[config.mk]
export PLATFORM = sky130hd
export DESIGN_NAME = nova_ext_ram_arbiter_flat
export DESIGN_NICKNAME = d
export VERILOG_FILES = /design/src/rtl/nova_ext_ram_arbiter_if.sv /design/src/rtl/nova_ext_ram_arbiter.sv /design/src/flat_wrapper.sv
export SDC_FILE = /design/constraint.sdc
export NUM_CORES = 1
export LEC_CHECK = 0
export BUFFER_PORTS_ARGS = -buffer_cell sky130_fd_sc_hd__buf_2
export CAP_MARGIN = 20
export CORE_MARGIN = 1.5
export CORE_UTILIZATION = 35
export CTS_CLUSTER_DIAMETER = 80
export DETAILED_ROUTE_END_ITERATION = 7
export HOLD_SLACK_MARGIN = 0.02
export PLACE_DENSITY = 0.72
export SETUP_SLACK_MARGIN = 0.15
export SLEW_MARGIN = 5
export SYNTH_ARGS = -nofsm -noshare
export SYNTH_HDL_FRONTEND = slang
export SYNTH_SLANG_ARGS = --single-unit
export TNS_END_PERCENT = 100
[constraint.sdc]
create_clock -name clk -period 4.4 [get_ports clk]
set_clock_uncertainty 0.2 [all_clocks]
set_input_delay 0.22 -clock clk [delete_from_list [all_inputs] [get_ports clk]]
set_output_delay 0.22 -clock clk [all_outputs]
set_load 0.1 [all_outputs]
[src/rtl/nova_ext_ram_arbiter_if.sv]
// nova_ext_ram_arbiter_if: requester and RAM pin bundle for the frame RAM arbiter
interface nova_ext_ram_arbiter_if #(
    parameter int ADDR_W = 14,
    parameter int DATA_W = 32
);
    logic                  stop;
    logic [2:0]            req;
    logic [2:0]            wr;
    logic [3*ADDR_W-1:0]   addr;
    logic [3*DATA_W-1:0]   wdata;
    logic [2:0]            gnt;
    logic [2:0]            rvalid;
    logic [DATA_W-1:0]     rdata;
    logic                  ram_cs_n;
    logic                  ram_wr;
    logic [ADDR_W-1:0]     ram_addr;
    logic [DATA_W-1:0]     ram_din;
    logic [DATA_W-1:0]     ram_dout;
    logic [1:0]            owner;
    logic                  busy;
    modport master (
        output stop, req, wr, addr, wdata, ram_dout,
        input  gnt, rvalid, rdata, ram_cs_n, ram_wr, ram_addr, ram_din, owner, busy
    );
    modport slave (
        input  stop, req, wr, addr, wdata, ram_dout,
        output gnt, rvalid, rdata, ram_cs_n, ram_wr, ram_addr, ram_din, owner, busy
    );
endinterface

[src/rtl/nova_ext_ram_arbiter.sv]
// nova_ext_ram_arbiter: round-robin burst-locked arbiter for one frame RAM (NOVA_ARB_WR_PRIORITY_EN selects fixed 0>1>2 priority)
module nova_ext_ram_arbiter #(
    parameter int ADDR_W    = 14,
    parameter int DATA_W    = 32,
    parameter int BURST_LEN = 4,
    parameter int RD_LAT    = 1
) (
    input logic clk,
    input logic reset_n,
    nova_ext_ram_arbiter_if.slave bus
);
    localparam int CNT_W = $clog2(BURST_LEN + 1);
    typedef enum logic {IDLE, BURST} state_t;
    state_t state, state_nx;
    logic [1:0] owner_q, owner_nx, last_q, last_nx, own, pick;
    logic [CNT_W-1:0] cnt_q, cnt_nx;
    logic own_req, acc;
    logic [RD_LAT:0] tag_v;
    logic [RD_LAT:0][1:0] tag_o;
    assign own     = (owner_q == 2'd3) ? 2'd0 : owner_q;
    assign own_req = bus.req[own];
    assign acc     = (state == BURST) & own_req & ~bus.stop;
    assign bus.gnt = acc ? 3'b001 << own : 3'b000;
    assign bus.owner = owner_q;
    assign bus.busy  = (state != IDLE) | (|tag_v);
`ifdef NOVA_ARB_WR_PRIORITY_EN
    assign pick = bus.req[0] ? 2'd0 : bus.req[1] ? 2'd1 : 2'd2;
`else
    logic [1:0] s0, s1, s2;
    assign s0   = (last_q == 2'd2) ? 2'd0 : last_q + 2'd1;
    assign s1   = (s0 == 2'd2) ? 2'd0 : s0 + 2'd1;
    assign s2   = (s1 == 2'd2) ? 2'd0 : s1 + 2'd1;
    assign pick = bus.req[s0] ? s0 : bus.req[s1] ? s1 : s2;
`endif
    always_ff @(posedge clk or negedge reset_n) begin
        if (!reset_n) begin
            state   <= IDLE;
            owner_q <= 2'd3;
            last_q  <= 2'd2;
            cnt_q   <= '0;
        end else begin
            state   <= state_nx;
            owner_q <= owner_nx;
            last_q  <= last_nx;
            cnt_q   <= cnt_nx;
        end
    end
    // stop freezes the burst entirely, so release is only evaluated when stop is low
    always_comb begin
        state_nx = state;
        owner_nx = owner_q;
        last_nx  = last_q;
        cnt_nx   = cnt_q;
        if (state == IDLE) begin
            if (|bus.req && !bus.stop) begin
                state_nx = BURST;
                owner_nx = pick;
            end
        end else if (!bus.stop) begin
            cnt_nx = acc ? cnt_q + 1'b1 : cnt_q;
            if (!own_req || cnt_q == CNT_W'(BURST_LEN - 1)) begin
                state_nx = IDLE;
                owner_nx = 2'd3;
                last_nx  = owner_q;
                cnt_nx   = '0;
            end
        end
    end
    always_ff @(posedge clk or negedge reset_n) begin
        if (!reset_n) begin
            bus.ram_cs_n <= 1'b1;
            bus.ram_wr   <= 1'b0;
            bus.ram_addr <= '0;
            bus.ram_din  <= '0;
            tag_v        <= '0;
            tag_o        <= '0;
            bus.rvalid   <= 3'b000;
            bus.rdata    <= '0;
        end else begin
            bus.ram_cs_n <= ~acc;
            bus.ram_wr   <= acc & bus.wr[own];
            if (acc) begin
                bus.ram_addr <= bus.addr[own*ADDR_W +: ADDR_W];
                bus.ram_din  <= bus.wdata[own*DATA_W +: DATA_W];
            end
            tag_v      <= {tag_v[RD_LAT-1:0], acc & ~bus.wr[own]};
            tag_o      <= {tag_o[RD_LAT-1:0], own};
            bus.rvalid <= tag_v[RD_LAT] ? 3'b001 << tag_o[RD_LAT] : 3'b000;
            if (tag_v[RD_LAT]) bus.rdata <= bus.ram_dout;
        end
    end
endmodule

[src/flat_wrapper.sv]
// flat-port wrapper written by rule: the top's interface ports become plain ports
module nova_ext_ram_arbiter_flat 
#(
    parameter int ADDR_W    = 14,
    parameter int DATA_W    = 32,
    parameter int BURST_LEN = 4,
    parameter int RD_LAT    = 1
)
  (clk, reset_n, bus_stop, bus_req, bus_wr, bus_addr, bus_wdata, bus_ram_dout, bus_gnt, bus_rvalid, bus_rdata, bus_ram_cs_n, bus_ram_wr, bus_ram_addr, bus_ram_din, bus_owner, bus_busy);
  nova_ext_ram_arbiter_if #(.ADDR_W(ADDR_W), .DATA_W(DATA_W)) bus_i ();
  input logic clk;
  input logic reset_n;
  input wire logic [$bits(bus_i.stop)-1:0] bus_stop;
  input wire logic [$bits(bus_i.req)-1:0] bus_req;
  input wire logic [$bits(bus_i.wr)-1:0] bus_wr;
  input wire logic [$bits(bus_i.addr)-1:0] bus_addr;
  input wire logic [$bits(bus_i.wdata)-1:0] bus_wdata;
  input wire logic [$bits(bus_i.ram_dout)-1:0] bus_ram_dout;
  output wire logic [$bits(bus_i.gnt)-1:0] bus_gnt;
  output wire logic [$bits(bus_i.rvalid)-1:0] bus_rvalid;
  output wire logic [$bits(bus_i.rdata)-1:0] bus_rdata;
  output wire logic [$bits(bus_i.ram_cs_n)-1:0] bus_ram_cs_n;
  output wire logic [$bits(bus_i.ram_wr)-1:0] bus_ram_wr;
  output wire logic [$bits(bus_i.ram_addr)-1:0] bus_ram_addr;
  output wire logic [$bits(bus_i.ram_din)-1:0] bus_ram_din;
  output wire logic [$bits(bus_i.owner)-1:0] bus_owner;
  output wire logic [$bits(bus_i.busy)-1:0] bus_busy;
  assign bus_i.stop = bus_stop;
  assign bus_i.req = bus_req;
  assign bus_i.wr = bus_wr;
  assign bus_i.addr = bus_addr;
  assign bus_i.wdata = bus_wdata;
  assign bus_i.ram_dout = bus_ram_dout;
  assign bus_gnt = bus_i.gnt;
  assign bus_rvalid = bus_i.rvalid;
  assign bus_rdata = bus_i.rdata;
  assign bus_ram_cs_n = bus_i.ram_cs_n;
  assign bus_ram_wr = bus_i.ram_wr;
  assign bus_ram_addr = bus_i.ram_addr;
  assign bus_ram_din = bus_i.ram_din;
  assign bus_owner = bus_i.owner;
  assign bus_busy = bus_i.busy;
  nova_ext_ram_arbiter #(.ADDR_W(ADDR_W), .DATA_W(DATA_W), .BURST_LEN(BURST_LEN), .RD_LAT(RD_LAT)) u_core (.clk(clk), .reset_n(reset_n), .bus(bus_i));
endmodule
==> results of run 1 <==
[stage by stage]
| step | cell area [sq um] | hold WS [ps] | setup WS [ps] | instances | util |
|---|---|---|---|---|---|
| 2_1_floorplan | 4850 | -276 | 485 | 402 | - |
| 3_3_place_gp | 6320 | 131 | 1540 | 823 | 0.472 |
| 3_5_place_dp | 6320 | 136 | 1500 | 823 | 0.472 |
| 4_1_cts | 7230 | 22.8 | 1110 | 899 | 0.539 |
| 5_1_grt | 7230 | 40.3 | 971 | 899 | 0.539 |
| 6_report | 7230 | 28.8 | 1110 | 899 | 0.539 |
[sequential cells by signal, summed over array words and instances, names as in the netlist, 2 cells and up]
| name | flops |
|---|---|
| u_core.tag_o | 4 |
| u_core.bus.ram_addr | 14 |
| u_core.bus.rdata | 32 |
| u_core.last_q | 2 |
| u_core.tag_v | 2 |
| u_core.bus.ram_din | 32 |
| u_core.bus.owner | 2 |
| u_core.bus.rvalid | 3 |
| u_core.cnt_q | 3 |
[area by class of cell]
type | count | area [sq um] | share of cell area
Tap cell | 176 | 220 | 0.0305
Clock inverter | 6 | 75.1 | 0.0104
Sequential cell | 97 | 2430 | 0.336
Inverter | 9 | 33.8 | 0.00467
Clock buffer | 10 | 229 | 0.0317
Timing Repair Buffer | 331 | 1970 | 0.272
Multi-Input combinational cell | 270 | 2270 | 0.314
[per-layer routing]
metal,up-vias,GRT usage,wire length (um)
met5,-,0,0
li1,2038,-,-
met4,0,0.0875,408
met1,2009,0.202,5350
met3,31,0.0401,915
met2,178,0.339,6980
[worst max-delay path by stage]
stage | start | cells after the start | end
after floorplan | u_core.bus.owner[1]$_DFFE_PN1P_ | 9 | bus_gnt[0]
after global placement | u_core.bus.owner[1]$_DFFE_PN1P_ | 7 | bus_gnt[2]
after detailed placement | u_core.bus.owner[1]$_DFFE_PN1P_ | 7 | bus_gnt[0]
after CTS | u_core.bus.owner[1]$_DFFE_PN1P_ | 7 | bus_gnt[0]
after global routing | u_core.bus.owner[1]$_DFFE_PN1P_ | 7 | bus_gnt[2]
final | u_core.bus.owner[1]$_DFFE_PN1P_ | 7 | bus_gnt[1]
[worst max-delay path, stage by stage (launching register included)]
cell and delay (ps):
dfstp_2 570, inv_1 80, ha_4 170, mux2i_1 130, and2_1 170, or3_4 720, nor2_1 220, buf_2 460
[layout by cell type (no fill, tap or decap), types with 9 or more instances in the layout]
master	instances
buf_2	266
dfrtp_1	93
dlygate4sd3_1	60
nand2_1	52
mux2i_1	48
o21ai_0	48
mux2_4	40
mux2_2	36
inv_1	9
nor2_1	9
clkbuf_16	9
[timing repair]
action / in CTS / in global routing
hold buffers: 60 / 0
endpoints found under the hold margin: 123 / 0
gates resized for setup: 0 / 0
[logic make-up after synthesis]
group / after synthesis / share of synthesized area
compound gates: 60 / 0.0655
fa+ha+maj: 5 / 0.0129
buf+inv: 35 / 0.0366
flops: 97 / 0.501
mux: 127 / 0.313
simple gates: 78 / 0.0704
==> impl_metrics.env, run 1 <==
export IMPL_fp_dieArea_sq_um=14600
export IMPL_start_util=0.362
export IMPL_post_cts_buffers=0
export IMPL_rsz0062_at_grt="no"
export IMPL_path_class="flop to output port"
export IMPL_finalCritPeriodShare=0.747
export IMPL_cp_end_kind="output port"
export IMPL_grt_pass1_wl_um=21000
export IMPL_hp_start="bus_addr[31]"
export IMPL_synth_area_leaders="dfrtp_1 48%, mux2_4 12%, mux2i_1 9.9%"
export IMPL_fp_dieW_um=121
export IMPL_netlist_area_sq_um=4850
export IMPL_status="finished clean"
export IMPL_vias=4256
export IMPL_relSlewSlack=0.299
export IMPL_area_growth_pct=49.0
export IMPL_viasPerCell=4.73
export IMPL_wl_um=13700
export IMPL_min_path_type="primary input to flop"
export IMPL_drive_gt1_frac=0.512
export IMPL_cts_root_buffer="clkbuf_16"
export IMPL_numClockSinks=97
export IMPL_syn_nets=586
export IMPL_track_usage=0.185
export IMPL_cp_max_fo=53
export IMPL_grt_max_degree=65
export IMPL_dp_hpwl_um=9230
export IMPL_port_buffers=267
export IMPL_ys_flop_type="dfrtp_1"
export IMPL_wl_per_cell_um=15.2
export IMPL_synth_area_per_cell_sq_um=12.1
export IMPL_rows=42
export IMPL_yosysWarnings=0
export IMPL_slew_viol_final=0
export IMPL_worst_r2r_path_depth=6
export IMPL_r2r_setup_slack_ps=1580
export IMPL_gp_congestion=0.741
export IMPL_crit_required_ps=3980
export IMPL_clkTransAtPathRegs_ps=70
export IMPL_clk_latency_ps=340
export IMPL_grt_overflow_total=0
export IMPL_period_minus_slack_ps=3290
export IMPL_r2r_end="u_core.bus.ram_din[20]$_DFFE_PN0P_"
export IMPL_r2r_start="u_core.bus.owner[1]$_DFFE_PN1P_"
export IMPL_critPathArrivalTime_ps=2870
export IMPL_fin_setup_tns_ps=0
export IMPL_grt_antenna_before_repair=0
export IMPL_syn_inst=402
export IMPL_max_freq_mhz=304
export IMPL_hold_viol=0
export IMPL_drcViolationCount=0
export IMPL_core_area_sq_um=13400
export IMPL_antenna_cells=0
export IMPL_worst_setup_path_start_kind="flop"
export IMPL_final_nets=902
export IMPL_cts_tree="done"
export IMPL_ant_nets=0
export IMPL_cts_htree_levels=3
export IMPL_yosys_area_top_type_share=0.480
export IMPL_finalSetupViolations=0
export IMPL_chipHeight_um=121
export IMPL_io_pins=268
export IMPL_synth_area_leader_cell="dfrtp_1"
export IMPL_synth_commonest_cells="93 x dfrtp_1, 52 x nand2_1, 48 x mux2i_1, 48 x o21ai_0, 40 x mux2_4"
export IMPL_tightest_slew_ps=1050
export IMPL_yosysMostFrequentCell="dfrtp_1"
export IMPL_nFillCells=1139
export IMPL_holdPathStages=4
export IMPL_drt_iter0_drc=201
export IMPL_ys_ff_latch=97
export IMPL_worstHoldEndpoint="u_core.bus.ram_addr[3]$_DFFE_PN0P_"
export IMPL_cts_max_path_buffers=2
export IMPL_grt_pass1_vias=4297
export IMPL_synth_seq_area_share=0.501
export IMPL_synth_edf_count=0
export IMPL_drt_pass1_iterations=4
export IMPL_maxCapViolCount=0
export IMPL_async_flop_share=1.00
export IMPL_cts_buffers=9
export IMPL_ys_types=31
Power of run 1 is not shown: default switching activity piles up to over one toggle a cycle in this logic, so the estimate is an artifact.
==> run 2, diff against run 1 <==
==> constraint.sdc (replaced) <==
create_clock -name clk -period 3.1 [get_ports clk]
set_clock_uncertainty 0.2 [all_clocks]
set_input_delay 0.155 -clock clk [delete_from_list [all_inputs] [get_ports clk]]
set_output_delay 0.155 -clock clk [all_outputs]
set_load 0.1 [all_outputs]
==> run 2 against run 1 <==
  * Flip-flop and latch count unchanged
  * Final cell count increased by 3.0%
  * Count of clock-buffer cells in the layout decreased by 1
  * Global-route usage increased by 1.5 points
  * Die area unchanged
  * Critical endpoint is now u_core.bus.ram_din[26]$_DFFE_PN0P_
  * Largest cell class unchanged
  * Highest routed layer unchanged
==> impl_metrics.env, run 2 (same netlist as run 1, synthesis figures left out) <==
export IMPL_vias=4511
export IMPL_area_growth_pct=57.1
export IMPL_worst_setup_path_start_kind="flop"
export IMPL_fin_setup_tns_ps=0
export IMPL_hold_viol=0
export IMPL_final_nets=929
export IMPL_antenna_cells=0
export IMPL_io_pins=268
export IMPL_cts_buffers=9
export IMPL_critPathArrivalTime_ps=2840
export IMPL_fp_dieArea_sq_um=14600
export IMPL_reg_top3="u_core.bus.ram_din (32), u_core.bus.rdata (32), u_core.bus.ram_addr (14)"
export IMPL_clk_latency_ps=340
export IMPL_status="finished clean"
export IMPL_grt_max_degree=83
export IMPL_finalCritPeriodShare=0.910
export IMPL_slew_viol_final=0
export IMPL_multi_input_area_sq_um=2310
export IMPL_gp_congestion=0.873
export IMPL_cp_max_fo=26
export IMPL_cts_max_path_buffers=2
export IMPL_fp_dieW_um=121
export IMPL_chipHeight_um=121
export IMPL_grt_overflow_total=0
export IMPL_viasPerCell=4.87
export IMPL_drt_pass1_iterations=5
export IMPL_post_cts_buffers=0
export IMPL_wl_um=15000
export IMPL_nFillCells=1110
export IMPL_cts_htree_levels=3
export IMPL_regArea_sq_um=2440
export IMPL_track_usage=0.200
export IMPL_relSlewSlack=0.431
export IMPL_period_minus_slack_ps=2820
export IMPL_grt_pass1_vias=4760
export IMPL_start_util=0.362
export IMPL_crit_required_ps=3120
export IMPL_grt_pass1_wl_um=22900
export IMPL_core_area_sq_um=13400
export IMPL_cts_tree="done"
export IMPL_path_class="flop to flop"
export IMPL_wl_per_cell_um=16.2
export IMPL_grt_antenna_before_repair=0
export IMPL_clkTransAtPathRegs_ps=70
export IMPL_drive_gt1_frac=0.505
export IMPL_port_buffers=267
export IMPL_drcViolationCount=0
export IMPL_drt_iter0_drc=173
export IMPL_dp_hpwl_um=9500
export IMPL_rsz0062_at_grt="yes"
export IMPL_cts_root_buffer="clkbuf_16"
export IMPL_final_common_cell="buf_2"
export IMPL_tightest_slew_ps=853
export IMPL_ant_nets=0
export IMPL_maxCapViolCount=0
export IMPL_finalSetupViolations=0
export IMPL_max_freq_mhz=355
export IMPL_rows=42
export IMPL_min_path_type="primary input to flop"
export IMPL_cp_end_kind="flop"
export IMPL_numClockSinks=97
export IMPL_post_cts_resize_count=0
export IMPL_final_cell_mix="263 x buf_2, 93 x dfrtp_1, 83 x dlygate4sd3_1"
run 2: cell types whose count changed in the layout (fill, tap and decap cells not counted), sizes merged, moves of 2 or more:
cell         delta
buf             +2
dlygate4sd3    +23
inv             +2
or3             +2
run 2: metrics by stage:
stage	utilization	setup WS, ps	instances	area, sq um	hold slack [ps]
final	0.569	279	926	7620	26.1
after floorplan	-	159	402	4880	-341
after CTS	0.566	154	924	7590	27.0
after global placement	0.479	417	824	6420	132
after detailed placement	0.479	315	824	6420	136
after global routing	0.569	112	926	7620	50.7
run 2: final cells by class:
class | count | share of cell area
Sequential cell | 97 | 0.320
Inverter | 9 | 0.00443
Timing Repair Buffer | 356 | 0.301
Multi-Input combinational cell | 272 | 0.303
Tap cell | 176 | 0.0289
Clock inverter | 7 | 0.0139
Clock buffer | 9 | 0.0295
run 2: critical path: stages (launching register included):
cell     delay (ps)
dfstp_4         650
inv_2            50
ha_4            160
mux2i_1         130
and2_1          220
or3_2           870
mux2_4          420
run 2: worst paths after layout:
check,from,end,slack (ps),cells past startpoint
max,u_core.bus.owner[1]$_DFFE_PN1P_,u_core.bus.ram_din[26]$_DFFE_PN0P_,280,6
min,bus_wdata[28],u_core.bus.ram_din[28]$_DFFE_PN0P_,30,4
max reg2reg,u_core.bus.owner[1]$_DFFE_PN1P_,u_core.bus.ram_din[26]$_DFFE_PN0P_,280,6
min reg2reg,u_core.tag_o[1]$_DFF_PN0_,u_core.tag_o[3]$_DFF_PN0_,150,0
max in group asynchronous,reset_n,u_core.bus.rdata[0]$_DFFE_PN0P_,1740,4
min in group asynchronous,reset_n,u_core.bus.ram_addr[2]$_DFFE_PN0P_,90,2
run 2: layer usage:
metal / global-route usage / vias to the layer above / part of all wire
li1: - / 2095 / -
met1: 0.221 / 2158 / 0.38
met2: 0.379 / 227 / 0.54
met3: 0.0363 / 31 / 0.065
met4: 0.0765 / 0 / 0.021
met5: 0 / - / 0
run 2: what timing repair did:
item,CTS,global route
pin swaps,0,1
cloned,1,1
hold buffers,83,0
setup endpoints to repair,3,3
hold endpoints to repair,160,0
Power of run 2 is left out for the same reason.
==> run 3, diff against run 2 <==
--- a/config.mk
+++ b/config.mk
@@ -12,7 +12,7 @@
 export CTS_CLUSTER_DIAMETER = 80
 export DETAILED_ROUTE_END_ITERATION = 7
 export HOLD_SLACK_MARGIN = 0.02
-export PLACE_DENSITY = 0.72
+export PLACE_DENSITY = 0.75
 export SETUP_SLACK_MARGIN = 0.15
 export SLEW_MARGIN = 5
 export SYNTH_ARGS = -nofsm -noshare
==> constraint.sdc (replaced) <==
create_clock -name clk -period 2.5 [get_ports clk]
set_clock_uncertainty 0.2 [all_clocks]
set_input_delay 0.125 -clock clk [delete_from_list [all_inputs] [get_ports clk]]
set_output_delay 0.125 -clock clk [all_outputs]
set_load 0.1 [all_outputs]
==> run 3 against run 2 <==
  * Non-clock buffer count grew 57
  * Flip-flop and latch count is the same
  * Die area is the same
  * Hold slack lost 2.8 ps
  * Register-to-register slack lost 400 ps
  * Count of clock-buffer cells in the layout is the same
  * Setup slack lost 450 ps
  * The flow now finishes with violations (setup timing)
==> impl_metrics.env, run 3 (same netlist as run 1, synthesis figures left out) <==
export IMPL_crit_path_end="bus_gnt[1]"
export IMPL_critical_path_top_delay_family="simple AND/OR/NAND/NOR gates"
export IMPL_max_freq_mhz=375
export IMPL_final_cell_mix="263 x buf_2, 120 x dlygate4sd3_1, 93 x dfrtp_1"
export IMPL_startpoint="u_core.bus.owner[1]$_DFFE_PN1P_"
export IMPL_grt_pass1_vias=4971
export IMPL_relSlewSlack=0.613
export IMPL_cts_root_buffer="clkbuf_16"
export IMPL_r2r_end="u_core.bus.ram_din[0]$_DFFE_PN0P_"
export IMPL_numClockSinks=97
export IMPL_vias=4677
export IMPL_cp_end_kind="output port"
export IMPL_critPathArrivalTime_ps=2340
export IMPL_setup_slack_ps=-168
export IMPL_slew_viol_final=0
export IMPL_worst_setup_path_start_kind="flop"
export IMPL_top_usage_layer="met2"
export IMPL_grt_use_met3=0.0509
export IMPL_final_common_cell="buf_2"
export IMPL_r2r_setup_slack_ps=-120
export IMPL_io_pins=268
export IMPL_min_path_type="primary input to flop"
export IMPL_grt_max_degree=55
export IMPL_fin_setup_tns_ps=-3350
export IMPL_finalSetupViolations=32
export IMPL_path_cells="inv_4 > ha_4 > mux2i_2 > and2_1 > or3_4 > buf_12 > nor2_4 > buf_12"
export IMPL_clk_latency_ps=340
export IMPL_cp_depth=8
export IMPL_clkTransAtPathRegs_ps=70
export IMPL_drcViolationCount=0
export IMPL_viasPerCell=4.77
export IMPL_track_usage=0.220
export IMPL_reg_top3="u_core.bus.ram_din (32), u_core.bus.rdata (32), u_core.bus.ram_addr (14)"
export IMPL_gp_congestion=0.776
export IMPL_antenna_cells=0
export IMPL_worst_r2r_path_depth=8
export IMPL_fp_dieArea_sq_um=14600
export IMPL_finalCritPeriodShare=1.07
export IMPL_wl_per_cell_um=16.7
export IMPL_grt_overflow_total=0
export IMPL_dp_hpwl_um=9480
export IMPL_grt_pass1_wl_um=24600
export IMPL_hold_viol=0
export IMPL_port_buffers=267
export IMPL_cts_max_path_buffers=2
export IMPL_chipHeight_um=121
export IMPL_cts_tree="done"
export IMPL_maxCapViolCount=0
export IMPL_rsz0062_at_grt="yes"
export IMPL_core_area_sq_um=13400
export IMPL_grt_use_met2=0.429
export IMPL_worst_path_largest_cell_delay_ps=640
export IMPL_path_class="flop to output port"
export IMPL_cts_htree_levels=3
export IMPL_tightest_slew_ps=581
export IMPL_final_nets=984
export IMPL_period_minus_slack_ps=2670
export IMPL_start_util=0.362
export IMPL_crit_path_top_delay_cell="dfstp_4"
export IMPL_cpMostUsedCell="buf_12"
export IMPL_nFillCells=1022
export IMPL_fp_dieW_um=121
export IMPL_drt_pass1_iterations=4
export IMPL_violations="setup timing"
export IMPL_path_buf_inv=3
export IMPL_cts_buffers=9
export IMPL_r2r_start="u_core.bus.owner[1]$_DFFE_PN1P_"
export IMPL_use_met1=0.218
export IMPL_grt_antenna_before_repair=0
export IMPL_rows=42
export IMPL_status="finished, violations left"
export IMPL_crit_required_ps=2170
export IMPL_drt_iter0_drc=252
export IMPL_area_growth_pct=70.0
export IMPL_drive_gt1_frac=0.505
export IMPL_wl_um=16400
export IMPL_cp_max_fo=4
export IMPL_ant_nets=0
==> run 3: cell count changes in the layout (fill, tap and decap cells not counted), sizes merged <==
cell	change
buf	+17
bufbuf	+2
bufinv	-2
clkbuf	+1
clkinv	+3
clkinvlp	+1
dlygate4sd3	+37
inv	-3
or3	-2
==> run 3: worst register-to-register path, cell delays in order, from the launching register on <==
cell and delay [ps]:
dfstp_4 640, inv_4 40, ha_4 150, mux2i_2 150, and2_1 170, or3_4 390
buf_4 160, bufbuf_16 290, mux2_4 300
==> run 3: worst min-delay path by stage <==
stage	start	endpoint	slack [ps]	depth (start not counted)
after global placement	reset_n	u_core.state$_DFF_PN0_	-40	1
after CTS	bus_wdata[56]	u_core.bus.ram_din[24]$_DFFE_PN0P_	20	4
after detailed placement	reset_n	u_core.last_q[0]$_DFFE_PN0P_	-30	1
final	bus_addr[1]	u_core.bus.ram_addr[1]$_DFFE_PN0P_	20	4
after floorplan	reset_n	u_core.bus.ram_addr[0]$_DFFE_PN0P_	-370	0
after global routing	bus_addr[23]	u_core.bus.ram_addr[9]$_DFFE_PN0P_	60	4
==> run 3: area by class of cell <==
class                   count  area [sq um]  area share
multi-input cells         270          2340       0.284
inverters                   9          36.3     0.00440
flip-flops and latches     97          2440       0.296
well taps                 176           220      0.0267
clock buffers               9           225      0.0273
repair buffers            413          2950       0.357
clock inverters             6          43.8     0.00531
==> run 3: what timing repair did <==
action / in CTS / in global routing
hold buffers: 120 / 0
cloned: 2 / 1
pin swaps: 4 / 5
endpoints found under the setup margin: 26 / 53
endpoints found under the hold margin: 127 / 0
resized for setup: 3 / 15
setup buffers: 9 / 4
==> run 3: through the flow <==
| step | setup slack (ps) | hold slack (ps) | cells | utilization | area, sq um |
|---|---|---|---|---|---|
| 3_3_place_gp | 173 | -36.9 | 829 | 0.486 | 6510 |
| 5_1_grt | -221 | 64.8 | 980 | 0.616 | 8250 |
| 2_1_floorplan | -281 | -371 | 402 | - | 4910 |
| 4_1_cts | -178 | 20.1 | 975 | 0.607 | 8130 |
| 3_5_place_dp | 146 | -33.0 | 829 | 0.486 | 6510 |
| 6_report | -168 | 23.3 | 980 | 0.616 | 8250 |
==> run 3: routing by layer <==
metal  wire length [um]  vias to the layer above
met3               1180                       30
met2               8740                      246
met1               6020                     2204
met4                437                        0
met5                  0                        -
li1                   -                     2197
Power of run 3 is left out for the same reason.
